**src/rtl/sl_perceptron_top.sv**
```systemverilog
// sl_perceptron_top: single-layer perceptron with a loadable weight RAM.
// Multi-lane beats are multiplied by the weights and accumulated; each completed vector is published with a threshold decision.
module sl_perceptron_top #(
    parameter int DATA_IN_LANES  = 4,
    parameter int DATA_IN_WIDTH  = 8,
    parameter int MEM_ADDR_WIDTH = 16,
    parameter int WEIGHTS_WIDTH  = 8,
    parameter int VECTOR_LENGTH  = 64,
    parameter int SUM_WIDTH      = 24
) (
    input  logic                                   clk,
    input  logic                                   rst_n,
    input  logic                                   data_valid,
    input  logic [DATA_IN_LANES*DATA_IN_WIDTH-1:0] data_in,
    input  logic                                   mem_wen,
    input  logic                                   mem_ren,
    input  logic [MEM_ADDR_WIDTH-1:0]              mem_addr,
    input  logic [WEIGHTS_WIDTH-1:0]               mem_wdata,
    output logic [WEIGHTS_WIDTH-1:0]               mem_rdata,
    input  logic [SUM_WIDTH-1:0]                   cfg_ai_threshold,
    output logic [SUM_WIDTH-1:0]                   status_ai_sum,
    output logic                                   status_ai_comparator
);
    localparam int IDXW = $clog2(VECTOR_LENGTH);
    localparam logic [MEM_ADDR_WIDTH-1:0] DEPTH = MEM_ADDR_WIDTH'(VECTOR_LENGTH);
    localparam logic [IDXW-1:0] LAST_IDX = IDXW'(VECTOR_LENGTH - DATA_IN_LANES);
    localparam logic [IDXW-1:0] STEP = IDXW'(DATA_IN_LANES);

    logic signed [WEIGHTS_WIDTH-1:0] r_weights [VECTOR_LENGTH];
    logic [WEIGHTS_WIDTH-1:0]        r_rdata;
    logic [IDXW-1:0]                 r_idx;
    logic signed [SUM_WIDTH-1:0]     r_acc;
    logic signed [SUM_WIDTH-1:0]     r_sum;
    logic signed [SUM_WIDTH-1:0]     w_partial;
    logic                            w_addr_ok;
    logic                            w_last;

    assign w_addr_ok = mem_addr < DEPTH;
    assign w_last    = r_idx == LAST_IDX;

    // Lanes are zero-extended, weights sign-extended, so each product wraps at SUM_WIDTH.
    always_comb begin
        w_partial = '0;
        for (int i = 0; i < DATA_IN_LANES; i++)
            w_partial = w_partial
                + SUM_WIDTH'($signed({1'b0, data_in[i*DATA_IN_WIDTH +: DATA_IN_WIDTH]}))
                * SUM_WIDTH'(r_weights[r_idx + IDXW'(i)]);
    end

    always_ff @(posedge clk or negedge rst_n) begin
        if (!rst_n) begin
            for (int i = 0; i < VECTOR_LENGTH; i++)
                r_weights[i] <= '0;
            r_rdata <= '0;
        end else begin
            if (mem_wen && w_addr_ok)
                r_weights[mem_addr[IDXW-1:0]] <= mem_wdata;
            if (mem_ren)
                r_rdata <= w_addr_ok ? r_weights[mem_addr[IDXW-1:0]] : '0;
        end
    end

    always_ff @(posedge clk or negedge rst_n) begin
        if (!rst_n) begin
            r_idx <= '0;
            r_acc <= '0;
            r_sum <= '0;
        end else if (data_valid) begin
            r_idx <= w_last ? '0 : r_idx + STEP;
            r_acc <= w_last ? '0 : r_acc + w_partial;
            if (w_last)
                r_sum <= r_acc + w_partial;
        end
    end

    assign mem_rdata            = r_rdata;
    assign status_ai_sum        = r_sum;
    assign status_ai_comparator = r_sum > $signed(cfg_ai_threshold);
endmodule

```
**config.mk**
```make
export PLATFORM = sky130hd
export DESIGN_NAME = sl_perceptron_top
export DESIGN_NICKNAME = d
export VERILOG_FILES = /design/src/rtl/sl_perceptron_top.sv
export SDC_FILE = /design/constraint.sdc
export NUM_CORES = 2
export LEC_CHECK = 0
export BUFFER_PORTS_ARGS = -buffer_cell sky130_fd_sc_hd__buf_2
export CAP_MARGIN = 10
export CELL_PAD_IN_SITES_DETAIL_PLACEMENT = 0
export CELL_PAD_IN_SITES_GLOBAL_PLACEMENT = 1
export CORE_MARGIN = 5
export CORE_UTILIZATION = 45
export DETAILED_ROUTE_END_ITERATION = 10
export GPL_ROUTABILITY_DRIVEN = 0
export GPL_TIMING_DRIVEN = 0
export HOLD_SLACK_MARGIN = 0.15
export PLACE_DENSITY_LB_ADDON = 0.15
export SLEW_MARGIN = 20
export SYNTH_ARGS = -nofsm -noshare
export SYNTH_HDL_FRONTEND = slang
export SYNTH_SLANG_ARGS = --single-unit
```
**constraint.sdc**
```tcl
create_clock -name clk -period 28.9 [get_ports clk]
set_input_delay 5.78 -clock clk [delete_from_list [all_inputs] [get_ports clk]]
set_output_delay 5.78 -clock clk [all_outputs]
set_load 0.005 [all_outputs]
```
==> impl_metrics.env <==
export IMPL_status="complete, no violations"
export IMPL_cts_root_buf="clkbuf_16"
export IMPL_power_frac_seq_pct=30.7
export IMPL_ir_drop_v=0.00004965
export IMPL_htreeDepth=3
export IMPL_grt_pass1_vias=32290
export IMPL_vias=31270
export IMPL_cts_repair_resized=0
export IMPL_cp_common_cell="fa_1"
export IMPL_synth_area_per_cell_um2=12.03
export IMPL_synth_top_area_share_pct=35.80
export IMPL_slowest_delay_ns=0.62
export IMPL_critPathCaptureType="register"
export IMPL_seq_area_frac_synth_pct=35.80
export IMPL_place_port_buffers=106
export IMPL_synth_distinct_cells=71
export IMPL_wl_um=165500
export IMPL_ys_ff_latch=572
export IMPL_dr_pass1_iters=9
export IMPL_num_fill_cells=7789
export IMPL_grt_first_pass_wirelength_um=234800
export IMPL_netlist_instances=3322
export IMPL_cp_required_ns=29.42
export IMPL_synth_area_leaders="dfrtp_1 36%, mux2_2 14%, fa_1 12%"
export IMPL_worstHoldPathType="reg2reg"
export IMPL_grt_antenna_before_repair=20
export IMPL_finalHoldViolCount=0
export IMPL_syn_nets=3850
export IMPL_yosysTopAreaCell="dfrtp_1"
export IMPL_dieArea_mm2=0.09490
export IMPL_grt_max_degree=99
export IMPL_grt_setup_unrepaired="no"
export IMPL_syn_to_final_growth_pct=11.47
export IMPL_p_per_area_mw_per_mm2=62.43
export IMPL_synth_most_common_cell="dfrtp_1"
export IMPL_drive_gt1_share_pct=28.07
export IMPL_critical_path_class="in2reg"
export IMPL_die_h_um=308.1
export IMPL_viasPerCell=6.597
export IMPL_crit_path_max_fanout=8
export IMPL_grtUsageTotal_pct=34.67
export IMPL_fin_crit_ns=14.04
export IMPL_ant_nets=0
export IMPL_synth_edf_count=0
export IMPL_synthFlopType="dfrtp_1"
export IMPL_arrival_ns=14.56
export IMPL_clock_fmax_mhz=71.23
export IMPL_p_comb_share_pct=38.0
export IMPL_async_flop_share_pct=100.0
export IMPL_fin_nets=4036
export IMPL_min_period_over_period_pct=48.58
export IMPL_clockPowerShare_pct=31.2
export IMPL_core_mm2=0.08824
export IMPL_fin_tns_setup_ns=0
export IMPL_clock_path_buffers=3
export IMPL_start_kind="input pin"
export IMPL_path_clk_slew_ns=0.06
export IMPL_cpLargestDelayFamily="adder cells"
export IMPL_hpwl_um=120100
export IMPL_p_int_mw=1.727
export IMPL_swShare_pct=37.92
export IMPL_p_switching_mw=1.055
export IMPL_cpMaxStageDelayCell="fa_1"
export IMPL_cts_buffers=67
export IMPL_cts_setup_buffers=0
export IMPL_maxCapViolations=0
export IMPL_die_x_um=308.1
export IMPL_drcViolationCount=0
export IMPL_io_pins=118
export IMPL_cts_hold_buffers_added=0
export IMPL_cts_sinks=572
export IMPL_power_leakage_nw=21.65
export IMPL_slew_violations=0
export IMPL_clk_latency_ns=0.65
export IMPL_worstMarginPinSlew_ns=1.405
export IMPL_start_util_pct=45.31
export IMPL_post_drt_wl_per_cell_um=34.92
export IMPL_drt_iter0_drc=4446
export IMPL_fin_util_pct=50.50
export IMPL_finClkSkew_ns=0.03708
export IMPL_synth_warnings=0
export IMPL_setup_violations=0
export IMPL_cts_tree="yes"
export IMPL_grt_overflow=0
export IMPL_synthesis_area_mm2=0.03998
export IMPL_yosys_top_cells_count="572 x dfrtp_1, 510 x mux2_2, 375 x inv_1"
export IMPL_row_count=109
export IMPL_path_buf_inv=7
export IMPL_relSlewSlack_pct=6.317
-- state kept, by name, indices dropped and copies added, names as in the netlist --
signal         count
r_weights        512
r_idx              4
mem_rdata          8
status_ai_sum     24
r_acc             24
-- layout make-up --
| cell class | count | area, µm² | area share [%] |
|---|---|---|---|
| inverter | 375 | 1408 | 3.159 |
| clock buffer | 98 | 1974 | 4.430 |
| antenna | 19 | 47.55 | 0.1067 |
| timing repair buffer | 117 | 773.2 | 1.735 |
| buffer | 182 | 752.0 | 1.687 |
| tap | 1165 | 1458 | 3.271 |
| clock inverter | 19 | 234.0 | 0.5250 |
| sequential | 572 | 14310 | 32.12 |
| multi-input combinational | 2193 | 23600 | 52.97 |
-- per-stage QoR --
stage / hold WS, ns / worst slack, ns / instance area [µm²] / power, mW / std cells
after floorplan: 0.4612 / 15.35 / 39980 / 1.561 / 3322
after global placement: 0.4792 / 10.17 / 41970 / 1.893 / 4593
after detailed placement: 0.4861 / 14.24 / 42290 / 1.915 / 4603
after CTS: 0.4993 / 14.88 / 44500 / 2.774 / 4720
after global routing: 0.5147 / 14.39 / 44520 / 2.908 / 4722
final: 0.4955 / 14.86 / 44560 / 2.782 / 4740
-- per-layer routing --
layer / vias up / GRT usage (%) / wire length [µm] / part of all wire (%)
met4: 6 / 25.96 / 16320 / 9.9
met3: 853 / 12.46 / 19250 / 12
met5: - / 0 / 46 / 0.028
met1: 15780 / 40.35 / 56900 / 34
met2: 2359 / 52.72 / 73010 / 44
li1: 12270 / - / - / -
-- worst register-to-register path, delay by kind of cell, from the launching register on --
kind / cells / cell delay, ns
adder cells (fa/ha/maj): 10 / 4.38
buffers and inverters: 8 / 2.57
AO/OA/AOI/OAI: 8 / 1.89
multiplexers: 3 / 1.47
AND/OR/NAND/NOR: 5 / 1.02
flip-flops: 1 / 0.67
XOR/XNOR: 2 / 0.39
-- cells by family (layout without fill, tap and decap cells) --
logic type / after synthesis / count (layout) / share of synthesized area, %
flops: 572 / 572 / 35.80
compound gates: 482 / 482 / 8.682
mux: 684 / 684 / 23.70
other cells: 0 / 19 / 0
xor+xnor: 39 / 39 / 0.9107
fa+ha+maj: 443 / 443 / 18.31
buf+inv: 557 / 791 / 5.280
simple gates: 545 / 545 / 7.305
-- path summary, 6_finish.rpt --
| path | start | to | slack, ns | cells after the start |
|---|---|---|---|---|
| hold reg to reg | r_acc[18] | r_acc[18] | 0.50 | 1 |
| max in group asynchronous | rst_n | r_weights[24] | 22.63 | 3 |
| hold / removal | r_acc[18] | r_acc[18] | 0.50 | 1 |
| min in group asynchronous | rst_n | status_ai_sum[5] | 5.00 | 1 |
| setup / recovery | data_in[29] | status_ai_sum[23] | 14.86 | 32 |
| setup reg to reg | r_idx[3] | status_ai_sum[23] | 16.39 | 36 |
-- cell usage in the layout, fill, tap and decap left out, types with 18 or more instances in the layout --
cell and count:
a21o_1 23, a21oi_1 49, a221oi_1 31, a22o_1 31, a22oi_1 201, a31oi_1 18
and2_1 163, buf_1 18, buf_2 131, clkbuf_1 128, clkbuf_16 68, clkbuf_2 23
dfrtp_1 572, diode_2 19, fa_1 237, ha_1 206, inv_1 375, mux2_2 510
mux4_2 157, nand2_1 146, nand4_1 55, nor2_1 54, nor2_2 33, o21ai_0 49
o2bb2ai_1 19, xnor2_1 27
-- power groups by stage --
| stage | Combinational, mW | Clock (mW) | Sequential, mW |
|---|---|---|---|
| 2_1_floorplan | 0.699 | 0 | 0.861 |
| 3_3_place_gp | 1.02 | 0 | 0.869 |
| 3_5_place_dp | 1.05 | 0 | 0.869 |
| 4_1_cts | 1.05 | 0.867 | 0.855 |
| 5_1_grt | 1.15 | 0.900 | 0.857 |
| 6_report | 1.06 | 0.869 | 0.855 |
(Power assumes the default switching activity.)
